`config.mk`:
```
export PLATFORM = sky130hd
export DESIGN_NAME = sync_fifo
export DESIGN_NICKNAME = d
export VERILOG_FILES = /design/src/rtl/fifo_pkg.sv /design/src/rtl/sync_fifo_ram.sv /design/src/rtl/sync_fifo.sv
export SDC_FILE = /design/constraint.sdc
export NUM_CORES = 1
export LEC_CHECK = 0
export BUFFER_PORTS_ARGS = -buffer_cell sky130_fd_sc_hd__clkbuf_2
export CAP_MARGIN = 40
export CORE_AREA = 4 4 170 238
export DETAILED_ROUTE_END_ITERATION = 16
export DIE_AREA = 0 0 174 242
export GPL_TIMING_DRIVEN = 0
export PLACE_DENSITY = 0.82
export SYNTH_ARGS = -nofsm -noshare
export SYNTH_HDL_FRONTEND = slang
export SYNTH_SLANG_ARGS = --single-unit
```
`constraint.sdc`:
```
create_clock -name clk -period 3.2 [get_ports clk]
set_clock_uncertainty 0.15 [all_clocks]
set_input_delay 0.16 -clock clk [delete_from_list [all_inputs] [get_ports clk]]
set_output_delay 0.16 -clock clk [all_outputs]
set_load 0.03 [all_outputs]
```
`src/rtl/fifo_pkg.sv`:
```
// Shared FIFO definitions used by the single-clock and async FIFO families.
//   fifo_mode_e : read-port behaviour, registered (MODE_STD) or first-word-fall-through (MODE_FWFT)
package fifo_pkg;

  typedef enum logic {
    MODE_STD  = 1'b0,
    MODE_FWFT = 1'b1
  } fifo_mode_e;

  // Occupancy after one cycle, given which side was accepted.
  function automatic logic [31:0] next_count(input logic [31:0] cnt,
                                             input logic wr_acc,
                                             input logic rd_acc);
    logic [31:0] nxt;
    nxt = cnt;
    if (wr_acc && !rd_acc) nxt = cnt + 32'd1;
    if (rd_acc && !wr_acc) nxt = cnt - 32'd1;
    return nxt;
  endfunction

endpackage

```
`src/rtl/sync_fifo_ram.sv`:
```
// FIFO storage array: DEPTH x DATA_WIDTH words.
//   clk   : write clock
//   we    : write enable, waddr/wdata written on posedge clk
//   raddr : asynchronous read address, rdata follows combinationally
module sync_fifo_ram #(
  parameter int DATA_WIDTH = 8,
  parameter int ADDR_WIDTH = 6
) (
  input  logic                  clk,
  input  logic                  we,
  input  logic [ADDR_WIDTH-1:0] waddr,
  input  logic [DATA_WIDTH-1:0] wdata,
  input  logic [ADDR_WIDTH-1:0] raddr,
  output logic [DATA_WIDTH-1:0] rdata
);

  logic [DATA_WIDTH-1:0] mem [2**ADDR_WIDTH];

  always_ff @(posedge clk) begin
    if (we) mem[waddr] <= wdata;
  end

  assign rdata = mem[raddr];

endmodule

```
`src/rtl/sync_fifo.sv`:
```
// Single-clock FIFO with occupancy count, full/empty, almost flags,
// overflow/underflow pulses and selectable registered or FWFT read port.
//   clk, rst          : clock, synchronous active-high reset
//   wr_en, data_in    : write request and data (dropped while full)
//   rd_en             : read request (FWFT: acknowledge of head word)
//   data_out          : read data
//   full, empty       : occupancy == DEPTH / == 0
//   almost_full/empty : count >= AFULL_THRESH / count <= AEMPTY_THRESH
//   count             : occupancy 0..DEPTH
//   overflow/underflow: one-cycle pulse after a rejected write / read
module sync_fifo
  import fifo_pkg::*;
#(
  parameter int         DATA_WIDTH    = 8,
  parameter int         ADDR_WIDTH    = 6,
  parameter fifo_mode_e MODE          = MODE_STD,
  parameter int         AFULL_THRESH  = (1 << ADDR_WIDTH) - 4,
  parameter int         AEMPTY_THRESH = 4
) (
  input  logic                  clk,
  input  logic                  rst,
  input  logic                  wr_en,
  input  logic [DATA_WIDTH-1:0] data_in,
  input  logic                  rd_en,
  output logic [DATA_WIDTH-1:0] data_out,
  output logic                  full,
  output logic                  empty,
  output logic                  almost_full,
  output logic                  almost_empty,
  output logic [ADDR_WIDTH:0]   count,
  output logic                  overflow,
  output logic                  underflow
);

  localparam int DEPTH = 1 << ADDR_WIDTH;
  localparam int CW    = ADDR_WIDTH + 1;

  generate
    if (!(AEMPTY_THRESH >= 0 && AEMPTY_THRESH < AFULL_THRESH && AFULL_THRESH <= DEPTH)) begin : g_thresh_bad
      $error("sync_fifo: thresholds must satisfy 0 <= AEMPTY_THRESH < AFULL_THRESH <= DEPTH");
    end
  endgenerate

  // Pointers carry one extra wrap bit above the memory address.
  logic [CW-1:0]         wr_ptr, rd_ptr;
  logic [DATA_WIDTH-1:0] rdata;
  logic [DATA_WIDTH-1:0] rd_data_p1;
  logic                  wr_acc, rd_acc;
  logic [31:0]           count_nxt;

  assign wr_acc    = wr_en & ~full;
  assign rd_acc    = rd_en & ~empty;
  assign count_nxt = next_count(32'(count), wr_acc, rd_acc);

  sync_fifo_ram #(
    .DATA_WIDTH (DATA_WIDTH),
    .ADDR_WIDTH (ADDR_WIDTH)
  ) u_ram (
    .clk   (clk),
    .we    (wr_acc & ~rst),
    .waddr (wr_ptr[ADDR_WIDTH-1:0]),
    .wdata (data_in),
    .raddr (rd_ptr[ADDR_WIDTH-1:0]),
    .rdata (rdata)
  );

  // Stage p1: pointers, occupancy, status pulses and registered read data.
  always_ff @(posedge clk) begin
    if (rst) begin
      wr_ptr     <= '0;
      rd_ptr     <= '0;
      count      <= '0;
      overflow   <= 1'b0;
      underflow  <= 1'b0;
      rd_data_p1 <= '0;
    end else begin
      if (wr_acc) wr_ptr <= wr_ptr + CW'(1);
      if (rd_acc) rd_ptr <= rd_ptr + CW'(1);
      count     <= count_nxt[CW-1:0];
      overflow  <= wr_en & full;
      underflow <= rd_en & empty;
      if (MODE == MODE_STD && rd_acc) rd_data_p1 <= rdata;
    end
  end

  // Flags decode only registered count, never the request inputs.
  assign full         = (count == CW'(DEPTH));
  assign empty        = (count == '0);
  assign almost_full  = (count >= CW'(AFULL_THRESH));
  assign almost_empty = (count <= CW'(AEMPTY_THRESH));

  assign data_out = (MODE == MODE_FWFT) ? rdata : rd_data_p1;

endmodule
```
=== Word level (Yosys, flattened, before mapping) ===
Memory sizes are Yosys's and may differ from the RTL's. A register that Yosys moved wholly into a read port is not among the register bits.
Index checks and enable logic that the tools add are counted.

* Bitwise gates (word level): 8
* Order comparisons: 2
* Eq/ne operators: 1
* Mux-type cells: 4
* Add/subtract/negate cells: 4
* Reduce and logical (&&, ||, !) cells: 6

{| class="wikitable"
|+ Operator list
! operator !! count
|-
| $add 7x1->7 const B || 3
|-
| $mux 7 || 2
|-
| $eq 7x7->1 const B || 1
|-
| $ge 7x6->1 const B || 1
|-
| $le 7x3->1 const B || 1
|-
| $logic_not 7->1 || 1
|-
| $sub 7x1->7 const B || 1
|-
| $and 1x1->1 || 5
|-
| $not 1->1 || 3
|-
| $logic_and 1x1->1 || 2
|-
| $logic_not 1->1 || 2
|-
| $mux 1 || 2
|-
| $reduce_bool 2->1 || 1
|}

* Memories: 1
* Word-level logic and storage cells: 31
* Bits in writable memories: 512
* Output and inout bits: 21
* Register bits: 23
* Input port bits: 12

{| class="wikitable"
|+ Memories
! memory !! words !! width !! read ports !! clocked after Yosys merged registers in !! wr ports !! RTL line !! text
|-
| u_ram.mem || 64 || 8 || 1 || 1 || 1 || sync_fifo_ram.sv:17 || <nowiki>logic [DATA_WIDTH-1:0] mem [2**ADDR_WIDTH];</nowiki>
|}

=== Logic depth before layout (Yosys ltp) ===
* Depth after elaboration: 7
* Gate-level depth with buffers: 11
* Gate-level depth less buffers: 11

=== Modules after synthesis ===
A second synthesis with hierarchy kept.

* Cells, all modules: 1093
* Area, all modules: 21539.4 µm²

{| class="wikitable"
|+ Modules (own cells, without submodules)
! module !! sequential area each (µm²) !! cells an instance !! instances !! area an instance (µm²)
|-
| sync_fifo_ram || 15374.7 || 932 || 1 || 20006.7
|-
| sync_fifo || 580.6 || 161 || 1 || 1532.7
|}

=== Worst setup path before layout ===
OpenSTA, ideal clock, no wires.

* Kind: register to register
* Start: register count[0]
* End: register count[6]
* Stages on the path, launching flop included: 11
* Buffers on the path: 0
* Library setup time: 121 ps
* Data required time: 2929 ps
* Arrival time: 3125 ps
* Path slack: -196 ps
* Clock period less this slack: 3396 ps
* Cells stage by stage: dfxtp_1 > nor4_1 > a31oi_1 > inv_1 > ha_1 > ha_1 > nor2b_1 > o21a_1 > o2111a_1 > a211oi_1 > mux2_2

* Longest elaborated chain between the ends: 6
* Elaborated cells between the ends (all ways): 15
* Classes of those cells: add/sub (2); eq/ne (1); mux (2); bitwise (4); reduce/logical (6)

{| class="wikitable"
|+ Ends and longest elaborated chain
! element !! RTL line !! text
|-
| start: declaration || sync_fifo.sv:30 || <nowiki>output logic [ADDR_WIDTH:0] count,</nowiki>
|-
| start signal: assignment || sync_fifo.sv:79 || <nowiki>count <= count_nxt[CW-1:0];</nowiki>
|-
| branches (longest 6 deep; another with $add 7x1->7) || n/a ||
|}

Parallel ways; which one is timed is not known. The select of a mux whose other input is x is not followed.
A chain may end at the register's enable or synchronous reset.

=== Final worst setup path ===
* Start: register count[2]
* End: memory u_ram.mem[38][5] (enable)

* Longest elaborated chain between the ends: 6

{| class="wikitable"
|+ Ends and longest elaborated chain
! element !! RTL line !! text
|-
| $eq 7x7->1 || sync_fifo.sv:87 || <nowiki>assign full = (count == CW'(DEPTH));</nowiki>
|-
| $not 1->1 || sync_fifo.sv:51 || <nowiki>assign wr_acc = wr_en & ~full;</nowiki>
|-
| $and 1x1->1 || sync_fifo.sv:51 ||
|-
| $and 1x1->1 || sync_fifo.sv:60 || <nowiki>.we (wr_acc & ~rst),</nowiki>
|-
| $mux 1 || sync_fifo_ram.sv:20 || <nowiki>if (we) mem[waddr] <= wdata;</nowiki>
|-
| $mux 1 (implied by the code) || sync_fifo_ram.sv:20 ||
|-
| end: declaration || sync_fifo_ram.sv:17 ||
|}

Every way passes these cells.

==> qor.txt <==
Residual DRC: 0
Post-synth EDFFs: 512
min Tclk post-route: 3070 ps
CTS tree: built
first-pass GRT wire length: 72.6 mm
Fillers: 2508
Num CTS Buffers: 48
power per standard cell area: 710 nW/um^2
Peak Freq: 326 MHz
Syn Nets: 1166
Post-DRT Antenna Nets: 0
top-area cell type share of the netlist area: 72.1%
Reg clk slew, reported paths: 70 ps
Async S/R FF share, synth: 0%
Critical Path Sink Type: register
family with the most delay on the worst path: simple AND/OR/NAND/NOR gates
WL/cell: 27.7 um
clock tree buffer depth: 3
area grow syn2layout: 13.5%
GP Congestion: 0.852
synthesis-stage register bit count: 541
Worst Path Required: 3260 ps
DRT iter0 DRCs: 1501
post-synthesis cell type count: 59
setup violators final: 0
DR pass1 iterations: 5
Syn Inst Count: 1145
Max Cap Viol: 0
area leader, netlist: edfxtp_1
final-report max-slew violation count: 0
CP max stage delay: 590 ps
Sink Count: 541
Die X-Extent: 174 um
WL final: 48.8 mm
reg2reg setup slack: 130 ps
post-DR vias/cell: 6.45
most common cell in the netlist: edfxtp_1
syn avg cell area: 18.6 um^2
Final Hold Fails: 0
All-Layer GR Usage: 23.0%
total gr overflow: 0
Critical Path AT: 3130 ps
critical path type: register to register
proportion of layout cells with a drive suffix above 1: 22.9%
ANT cells: 0
antenna violations before repair: 0
die height: 242 um
Worst Max-Slew Pin Slew: 893 ps
yosys warns: 0
Max-slew headroom: 40.2%
Post-synth top cells: edfxtp_1 (512), nor2_1 (105), mux2i_1 (97), mux4_2 (77), o22ai_1 (31)
synth top area cells: edfxtp_1 (72%), mux4_2 (8.1%), mux2i_1 (4.6%)
Core Region: 38300 um^2
multi-input logic area: 5170 um^2
Mapped Area: 21300 um^2
Startpoint Class: register
Final Cycle Share: 96.0%
Initial Utilization: 55.7%
Placement Cell Area: 22300 um^2
register area: 16000 um^2
clock latency on the worst-skew pair: 560 ps
Crit-path slowest cell: nor2_2
Max H-tree Level: 2
sequential share of the synthesized area: 74.8%
die area: 42100 um^2
maximum vdd drop: 0.735 mV
leakage power: 0.00761 uW
Primary FF master, synth: edfxtp_1
Crit Path Max Fanout: 8
HPWL after detailed placement: 32.0 mm
Hold Crit Class: input pin to register
placed cell count: 1663
crit-path cells: nor4_4 -> a31oi_4 -> inv_2 -> nor3_1 -> nand3_2 -> nor2_2
row cnt: 85
outcome: finished clean
largest net degree at the start of global routing: 49
Vias: 11400
clock root buffer: clkbuf_16
PortBufs: 31
Finished Cell Area: 24200 um^2
num ports: 33
Worst Path Buf+Inv: 1
Nets: 1267
vias in the first global route: 11700
Final Instance Count excl. Fillers: 1764
setup_tns: 0 ps
-- per-layer routing --
metal,part of all wire (%),wire (um),vias to the layer above,global-route usage (%)
met5,0,0,-,0
met4,5.3,2610,0,12.1
met3,8.1,3940,144,3.98
met2,53,25900,649,40.5
li1,-,-,4854,-
met1,34,16400,5724,27.0
-- registers in the layout (all words and copies together) (netlist names) --
| signal | cells |
|---|---|
| underflow | 1 |
| data_out | 8 |
| count | 7 |
| u_ram.mem | 512 |
| wr_ptr | 6 |
| rd_ptr | 6 |
| overflow | 1 |
-- power breakdown --
group,switching (uW),internal (uW)
Clock,2520,3540
Combinational,1850,1270
Sequential,144,7870
-- final cells by class --
type	count	share of cell area (%)
tap	478	2.47
clock buffer	56	5.30
clock inverter	34	1.64
buffer	62	1.48
sequential	541	65.9
multi-input combinational	533	21.4
inverter	9	0.140
timing repair buffer	51	1.72
-- cell usage in the layout (no fill, tap or decap), drive strengths merged, types with 2 or more instances in the layout --
| master | n |
|---|---|
| edfxtp | 512 |
| clkbuf | 110 |
| nor2 | 105 |
| mux2i | 97 |
| mux4 | 80 |
| buf | 54 |
| o22ai | 31 |
| dfxtp | 29 |
| nand2 | 26 |
| a21oi | 21 |
| clkinv | 18 |
| nor2b | 14 |
| inv | 14 |
| or3 | 11 |
| o21ai | 11 |
| xor2 | 10 |
| a22o | 9 |
| nand3 | 9 |
| o221ai | 8 |
| a22oi | 8 |
| o311a | 8 |
| bufinv | 8 |
| ha | 8 |
| o31ai | 7 |
| a2111o | 7 |
| a221o | 7 |
| nor3 | 7 |
| a221oi | 7 |
| or3b | 6 |
| dlygate4sd3 | 5 |
| nand3b | 5 |
| xnor2 | 3 |
| nand4 | 3 |
| clkinvlp | 3 |
| and2 | 2 |
| nand2b | 2 |
| a2111oi | 2 |
| a21o | 2 |
-- kinds of logic after synthesis --
logic type / Yosys count / share of synthesized area, %
xor gates and xnor gates: 13 / 0.534
buffers and inverters: 71 / 1.84
adders and majority gates: 9 / 0.563
and+or+nand+nor: 194 / 4.25
DFF: 541 / 74.8
muxes: 178 / 13.1
AOI/OAI and AO/OA: 139 / 4.89
-- path summary, 6_finish.rpt --
kind | startpoint | endpoint | cells after the start
max | count[2] | u_ram.mem[38][5] | 6
min | data_in[0] | u_ram.mem[14][0] | 1
max reg2reg | count[2] | u_ram.mem[38][5] | 6
min reg2reg | data_out[5] | data_out[5] | 1
-- stage by stage --
step | hold WS [ps] | power [uW] | util [%] | worst slack, ps
after floorplan | 109 | 10200 | - | 43.5
after global placement | 295 | 11000 | 57.7 | -121
after detailed placement | 303 | 11100 | 58.2 | -186
after CTS | 20.4 | 17200 | 62.9 | -182
after global routing | 51.4 | 17700 | 63.2 | -11.1
final | 30.2 | 17200 | 63.2 | 129
-- what timing repair did --
action                                 in CTS  in global routing
gates resized for setup                    25                 27
gates cloned                                0                  0
setup buffers                               1                  4
hold buffers                                5                  0
pin swaps                                   1                  4
endpoints found under the hold margin      36                  0
setup endpoints to repair                 207                258
Power figures use the tool's default switching activity.
